==> config.mk <==
export PLATFORM = sky130hd
export DESIGN_NAME = rr_lock_arbiter
export DESIGN_NICKNAME = d
export VERILOG_FILES = /design/src/rtl/arbiter_pkg.sv /design/src/rtl/pe_lsb.sv /design/src/rtl/rr_lock_arbiter.sv
export SDC_FILE = /design/constraint.sdc
export NUM_CORES = 1
export LEC_CHECK = 0
export CORE_AREA = 2 2 48 50
export CTS_BUF_LIST = sky130_fd_sc_hd__clkbuf_16
export DETAILED_ROUTE_END_ITERATION = 6
export DIE_AREA = 0 0 50 52
export DONT_BUFFER_PORTS = 1
export PLACE_DENSITY = 0.9
export SYNTH_ARGS = -nofsm -noshare
export SYNTH_HDL_FRONTEND = slang
export SYNTH_SLANG_ARGS = --single-unit
==> constraint.sdc <==
create_clock -name CLK -period 6.04 [get_ports CLK]
set_input_delay 1.812 -clock CLK [delete_from_list [all_inputs] [get_ports CLK]]
set_output_delay 1.812 -clock CLK [all_outputs]
set_load 0.1 [all_outputs]
==> src/rtl/arbiter_pkg.sv <==
// arbiter_pkg: shared helpers for the round-robin lock arbiter (counter width, priority mask)
package arbiter_pkg;

    function automatic int cnt_w(input int max_hold);
        return $clog2(max_hold + 1);
    endfunction

    function automatic logic [63:0] above_mask(input int idx);
        return ~64'd0 << (idx + 1);
    endfunction

endpackage

==> src/rtl/pe_lsb.sv <==
// pe_lsb: priority encoder selecting the lowest set request bit
module pe_lsb #(
    parameter int W = 8
) (
    input  logic [W-1:0]         req,
    output logic [W-1:0]         ack_one_hot,
    output logic [$clog2(W)-1:0] ack_index
);
    localparam int IW = $clog2(W);

    // scan downward so the lowest set bit is the last one written
    always_comb begin
        ack_one_hot = '0;
        ack_index   = '0;
        for (int i = W - 1; i >= 0; i--) begin
            if (req[i]) begin
                ack_one_hot    = '0;
                ack_one_hot[i] = 1'b1;
                ack_index      = IW'(i);
            end
        end
    end
endmodule

==> src/rtl/rr_lock_arbiter.sv <==
// rr_lock_arbiter: round-robin arbiter with grant locking; optional watchdog via RR_LOCK_ARBITER_TIMEOUT_EN
module rr_lock_arbiter
    import arbiter_pkg::*;
#(
    parameter int WIDTH    = 8,
    parameter int MAX_HOLD = 16
) (
    input  logic                     CLK,
    input  logic                     RST,
    input  logic [WIDTH-1:0]         req_vec,
    input  logic [WIDTH-1:0]         req_last_vec,
    input  logic                     resource_ready,
    output logic                     grant_valid,
    output logic [WIDTH-1:0]         grant_one_hot,
    output logic [$clog2(WIDTH)-1:0] grant_index,
    output logic                     beat_fire,
    output logic                     timeout_pulse
);
    localparam int IW = $clog2(WIDTH);

    logic             r_grant_valid;
    logic [WIDTH-1:0] r_grant_one_hot;
    logic [IW-1:0]    r_grant_index;
    logic [IW-1:0]    r_last_index;
    logic [IW-1:0]    w_base;
    logic [WIDTH-1:0] w_mask;
    logic [WIDTH-1:0] w_masked;
    logic [WIDTH-1:0] w_m_oh;
    logic [WIDTH-1:0] w_u_oh;
    logic [WIDTH-1:0] w_win_oh;
    logic [IW-1:0]    w_m_idx;
    logic [IW-1:0]    w_u_idx;
    logic [IW-1:0]    w_win_idx;
    logic             w_any;
    logic             w_fire;
    logic             w_norm;
    logic             w_abort;
    logic             w_force;
    logic             w_release;

    // while granted the mask is only consumed on release, when the pointer becomes grant_index
    assign w_base   = r_grant_valid ? r_grant_index : r_last_index;
    assign w_mask   = WIDTH'(above_mask(int'(w_base)));
    assign w_masked = req_vec & w_mask;

    pe_lsb #(.W(WIDTH)) u_pe_masked (
        .req         (w_masked),
        .ack_one_hot (w_m_oh),
        .ack_index   (w_m_idx)
    );

    pe_lsb #(.W(WIDTH)) u_pe_raw (
        .req         (req_vec),
        .ack_one_hot (w_u_oh),
        .ack_index   (w_u_idx)
    );

    assign w_win_oh  = |w_masked ? w_m_oh : w_u_oh;
    assign w_win_idx = |w_masked ? w_m_idx : w_u_idx;
    assign w_any     = |req_vec;

    assign w_fire    = r_grant_valid & req_vec[r_grant_index] & resource_ready;
    assign w_norm    = w_fire & req_last_vec[r_grant_index];
    assign w_abort   = r_grant_valid & ~req_vec[r_grant_index];
    assign w_release = w_norm | w_abort | w_force;

`ifdef RR_LOCK_ARBITER_TIMEOUT_EN
    localparam int CW = cnt_w(MAX_HOLD);

    logic [CW-1:0] r_hold_cnt;
    logic          r_timeout_pulse;

    assign w_force       = r_grant_valid & ~w_fire & ~w_abort & (r_hold_cnt == CW'(MAX_HOLD - 1));
    assign timeout_pulse = r_timeout_pulse;

    // stall counter restarts on every accepted beat and on each new grant
    always_ff @(posedge CLK) begin
        if (RST) begin
            r_hold_cnt      <= '0;
            r_timeout_pulse <= 1'b0;
        end else begin
            r_hold_cnt      <= (!r_grant_valid | w_fire | w_release) ? '0 : r_hold_cnt + CW'(1);
            r_timeout_pulse <= w_force;
        end
    end
`else
    localparam int unused_max_hold = MAX_HOLD;

    assign w_force       = 1'b0;
    assign timeout_pulse = 1'b0;
`endif

    // grant is re-evaluated only when idle or releasing, so it stays locked mid-transaction
    always_ff @(posedge CLK) begin
        if (RST) begin
            r_grant_valid   <= 1'b0;
            r_grant_one_hot <= '0;
            r_grant_index   <= '0;
            r_last_index    <= IW'(WIDTH - 1);
        end else if (!r_grant_valid | w_release) begin
            r_grant_valid   <= w_any;
            r_grant_one_hot <= w_win_oh;
            r_grant_index   <= w_win_idx;
            if (r_grant_valid)
                r_last_index <= r_grant_index;
        end
    end

    assign grant_valid   = r_grant_valid;
    assign grant_one_hot = r_grant_one_hot;
    assign grant_index   = r_grant_index;
    assign beat_fire     = w_fire;
endmodule

# Yosys cells after proc, flatten, opt, wreduce, memory -nomap -nowiden
# Cells that the tools add are included.
[totals]
mem_count = 0
regBits = 15
ramBits = 0
rom_bits = 0
latch_bits = 0
in_bits = 19
word_cells = 57
[op_classes]
div_mod_pow = 0
mux = 39
mul = 0
addsub = 1
n_eq_ne = 0
n_lt_le_gt_ge = 1
n_shift = 1
bitwise_logic = 8
reduce_logical = 3
[op_table]
columns = ["operator", "n"]
rows = [
  ["$mux W8", 17],
  ["$shl A64 B4 Y8 const A", 1],
  ["$mux W3", 18],
  ["$reduce_or A8 Y1", 2],
  ["$and A8 B8 Y8", 1],
  ["$bmux W1 S3", 2],
  ["$add A3 B1 Y4 const B", 1],
  ["$and A1 B1 Y1", 4],
  ["$lt A3 B4 Y1 const B", 1],
  ["$mux W1", 2],
  ["$or A1 B1 Y1", 2],
  ["$logic_not A1 Y1", 1],
  ["$not A1 Y1", 1],
]

# Longest topological paths before layout
[logic_depth]
word_depth = 13
mapped_depth = 10

# By module
# From an unflattened synthesis, not the netlist that was laid out.
[hier_totals]
hier_cells = 195
area_unflattened_um2 = 1725.4
[modules_own_cells]
columns = ["module", "cells_per_inst", "area_each_um2", "seq_area_each_um2", "instances"]
rows = [
  ["rr_lock_arbiter", 153, 1430.1, 300.3, 1],
  ["pe_lsb", 21, 147.6, 0.0, 2],
]

# Worst setup path before layout
# OpenSTA, ideal clock, no wires.
[synth_timing]
path_kind = "input port to output port"
startpoint = "in req_vec[5]"
endpoint = "out beat_fire"
t_required_ns = 4.228
path_slack_ns = 0.835
cell_stages = 3
arrival_ns = 3.393
path_cell_list = "mux4_1 a22oi_2 nor2_1"
[synth_via]
elab_chain_cells = 4
[synth_rtl]
columns = ["item", "line_no", "text"]
rows = [
  ["start, declared", "rr_lock_arbiter.sv:10", "input logic [WIDTH-1:0] req_vec,"],
  ["$bmux W1 S3", "rr_lock_arbiter.sv:62", "assign w_fire = r_grant_valid & req_vec[r_grant_index] & resource_ready;"],
  ["$mux W1 (not written as such)", "rr_lock_arbiter.sv:62", ""],
  ["$and A1 B1 Y1 (2 in a row)", "rr_lock_arbiter.sv:62", ""],
  ["end, declared", "rr_lock_arbiter.sv:16", "output logic beat_fire,"],
]
# Every way passes these cells. The select of a mux whose other input is x is not followed.

# Final worst setup path
# Same ends and word-level chain as after synthesis.

==> flow_metrics.py <==
metrics = {
    "final_layout": {
        "areaGrowthSynthToFinish_pct": 5.30,
        "num_antenna_cells": 0,
        "final_cell_mix": "dfxtp_1, nor2_1, a21oi_1",
        "fin_cells": 180,
        "drive_gt1_frac": 0.164,
        "fin_nets": 174,
        "layout_commonest_cell": "dfxtp_1",
    },
    "worst_setup_path": {
        "crit_family": "multiplexers",
        "crit_path_start": "req_vec[5]",
        "worstSetupStartpointType": "input port",
        "path_max_fanout": 7,
        "rr_worst_depth": 9,
        "cp_data_arrival_time_ns": 2.85,
        "reg2reg_slack_ns": 2.47,
        "cp_num_buf_inv": 1,
        "crit_type": "input port to primary output",
        "critPathRequiredTime_ns": 4.23,
        "cp_slowest_cell": "mux4_1",
        "r2r_start": "grant_valid",
        "max_stage_delay_ns": 0.50,
        "reg2reg_to": "grant_one_hot[3]",
        "end_kind": "primary output",
        "cp.depth": 4,
        "worstPathCellList": "mux4_1 > a22oi_2 > nor2_2 > buf_4",
    },
    "route": {
        "num_vias": 1198,
        "wl_um": 3160,
        "firstDrtPassIters": 4,
        "viasPerCell": 6.66,
        "drt-initial-drc-count": 58,
        "detail_route.wl_per_cell_um": 17.5,
        "ant_nets": 0,
        "drc_errors": 0,
    },
    "floorplanning": {
        "initial_core_util": 0.617,
        "die_area_mm2": 0.00260,
        "die_height_um": 52,
        "fp-row-count": 17,
        "die-width_um": 50,
        "core_mm2": 0.00211,
        "num_io_pins": 33,
    },
    "yosys": {
        "synth_top_area_cell": "dfxtp_1",
        "avgSynthCellArea_um2": 8.49,
        "synthCells": 153,
        "ys_warn_count": 0,
        "synth.distinct_cells": 50,
        "netlist.area_leader.share": 0.231,
        "synthesis.area_mm2": 0.00130,
        "synth.area.top_cells": "dfxtp_1, mux4_2, buf_6",
        "synth_seq_cells": 15,
        "synth-seq-area-share": 0.231,
        "ys.flop_type": "dfxtp_1",
        "syn_nets": 174,
        "synth_edf_count": 0,
        "async_flop_share": 0,
    },
    "place": {
        "pre_cts_ws_ns": 1.37,
        "gp_congestion": 0.927,
        "dp_cells": 176,
        "hpwl_um": 2330,
        "io_buffers": 0,
    },
    "clock_network": {
        "numCtsBuffers": 3,
        "cts.sinks": 15,
        "htreeDepth": 1,
        "cts-root-buf": "clkbuf_16",
        "clock_path_buffers": 2,
        "cts_setup_buffers": 0,
        "cts_tree": "done",
        "clkTransAtPathRegs_ns": 0.05,
        "cts-resized-gates": 0,
        "clock_latency_ns": 0.26,
        "postCtsHoldBufs": 0,
    },
    "status": {
        "outcome": "complete, no violations",
    },
    "grt": {
        "antenna_found_initial": 0,
        "grt_pass1_vias": 1132,
        "grt_max_degree": 24,
        "track_usage": 0.278,
        "grt_pass1_wl_um": 5330,
        "gr-total-overflow": 0,
    },
    "power": {
        "power.total_w": 0.000800,
        "p_per_area_mw_per_mm2": 585,
        "ir_worst_vdd_mv": 0.483,
        "power.leakage_nw": 0.506,
    },
    "min_path": {
        "hold_path_class": "flop to flop",
        "hold_path.startpoint": "r_last_index[0]",
        "min_to": "r_last_index[0]",
        "whs_path_depth": 2,
    },
    "timing": {
        "worst_slew_pin_slew_ns": 0.988,
        "setup_viol": 0,
        "finalWorstSetupSlack_ns": 1.38,
        "finalCritPeriodShare": 0.772,
        "slew_viol_final": 0,
        "maxSlewHeadroom": 0.341,
        "fin_skew_ns": 0.00167,
        "setup_tns_ns": 0,
        "timing.hold.ws_ns": 0.567,
        "rsz0062_at_grt": "false",
        "period_minus_slack_ns": 4.66,
        "finalHoldViolations": 0,
        "max_freq_mhz": 215,
    },
    "flow_run": {
        "maxCapViolations": 0,
    },
}
-- registers in the layout (all words and copies together) (netlist names) --
signal,count
grant_one_hot,8
grant_index,3
r_last_index,3
grant_valid,1
-- cells in the mapped netlist (2+ instances only) --
| cell | n |
|---|---|
| a21oi_1 | 11 |
| dfxtp_1 | 15 |
| nand3_1 | 3 |
| mux2_2 | 4 |
| o2bb2ai_1 | 2 |
| a221oi_1 | 2 |
| buf_6 | 5 |
| nor3b_1 | 2 |
| mux4_2 | 3 |
| nor2b_1 | 5 |
| inv_1 | 9 |
| o211ai_1 | 2 |
| nor3_1 | 5 |
| a31oi_1 | 4 |
| nor2_1 | 15 |
| nand2b_1 | 7 |
| ha_1 | 2 |
| a32oi_1 | 2 |
| mux2i_1 | 5 |
| buf_4 | 2 |
| nand3b_1 | 3 |
| nand4b_1 | 2 |
| o21ai_0 | 6 |
| nand2_1 | 9 |
| buf_2 | 3 |
-- layout make-up --
cell class / count / area (um^2)
clock buffer: 3 / 75.1
clock inverter: 1 / 5.00
fill: 167 / 738
inverter: 9 / 33.8
multi-input combinational: 119 / 881
sequential: 15 / 300
tap: 28 / 35.0
timing repair buffer: 5 / 37.5
-- layer usage --
metal,routed length [um],global-route usage,up-vias
met1,1270,0.332,546
met2,1500,0.434,73
met3,290,0.0920,9
met5,0,0,-
li1,-,-,570
met4,96,0.162,0
-- worst register-to-register path, delay by kind of cell (launching register included) --
kind                       cells  cell delay [ns]
AOI/OAI and AO/OA              3             0.96
adders and majority gates      1             0.34
buffers and inverters          1             0.34
DFF                            1             0.95
muxes                          2             0.65
and+or+nand+nor                2             0.23
-- worst max path at each step --
stage,to,slack [ns]
final,beat_fire,1.38
after global routing,beat_fire,1.34
after CTS,beat_fire,1.37
after detailed placement,beat_fire,1.37
after global placement,beat_fire,1.39
after floorplan,beat_fire,0.83
-- power by group --
group | internal (W) | switching (W)
clock | 0.0000889 | 0.0000477
combinational | 0.000149 | 0.000267
sequential | 0.000128 | 0.000119
-- per-stage QoR --
stage	cell area [um^2]	util
3_3_place_gp	1290	0.611
2_1_floorplan	1300	-
4_1_cts	1370	0.649
6_report	1370	0.649
3_5_place_dp	1290	0.611
5_1_grt	1370	0.649
-- kinds of logic after synthesis --
group           share of synthesized area
other cells                       0.00289
simple gates                        0.250
flops                               0.231
compound gates                      0.259
mux                                 0.145
fa+ha+maj                          0.0193
buf+inv                            0.0925
Power figures use the tool's default switching activity.
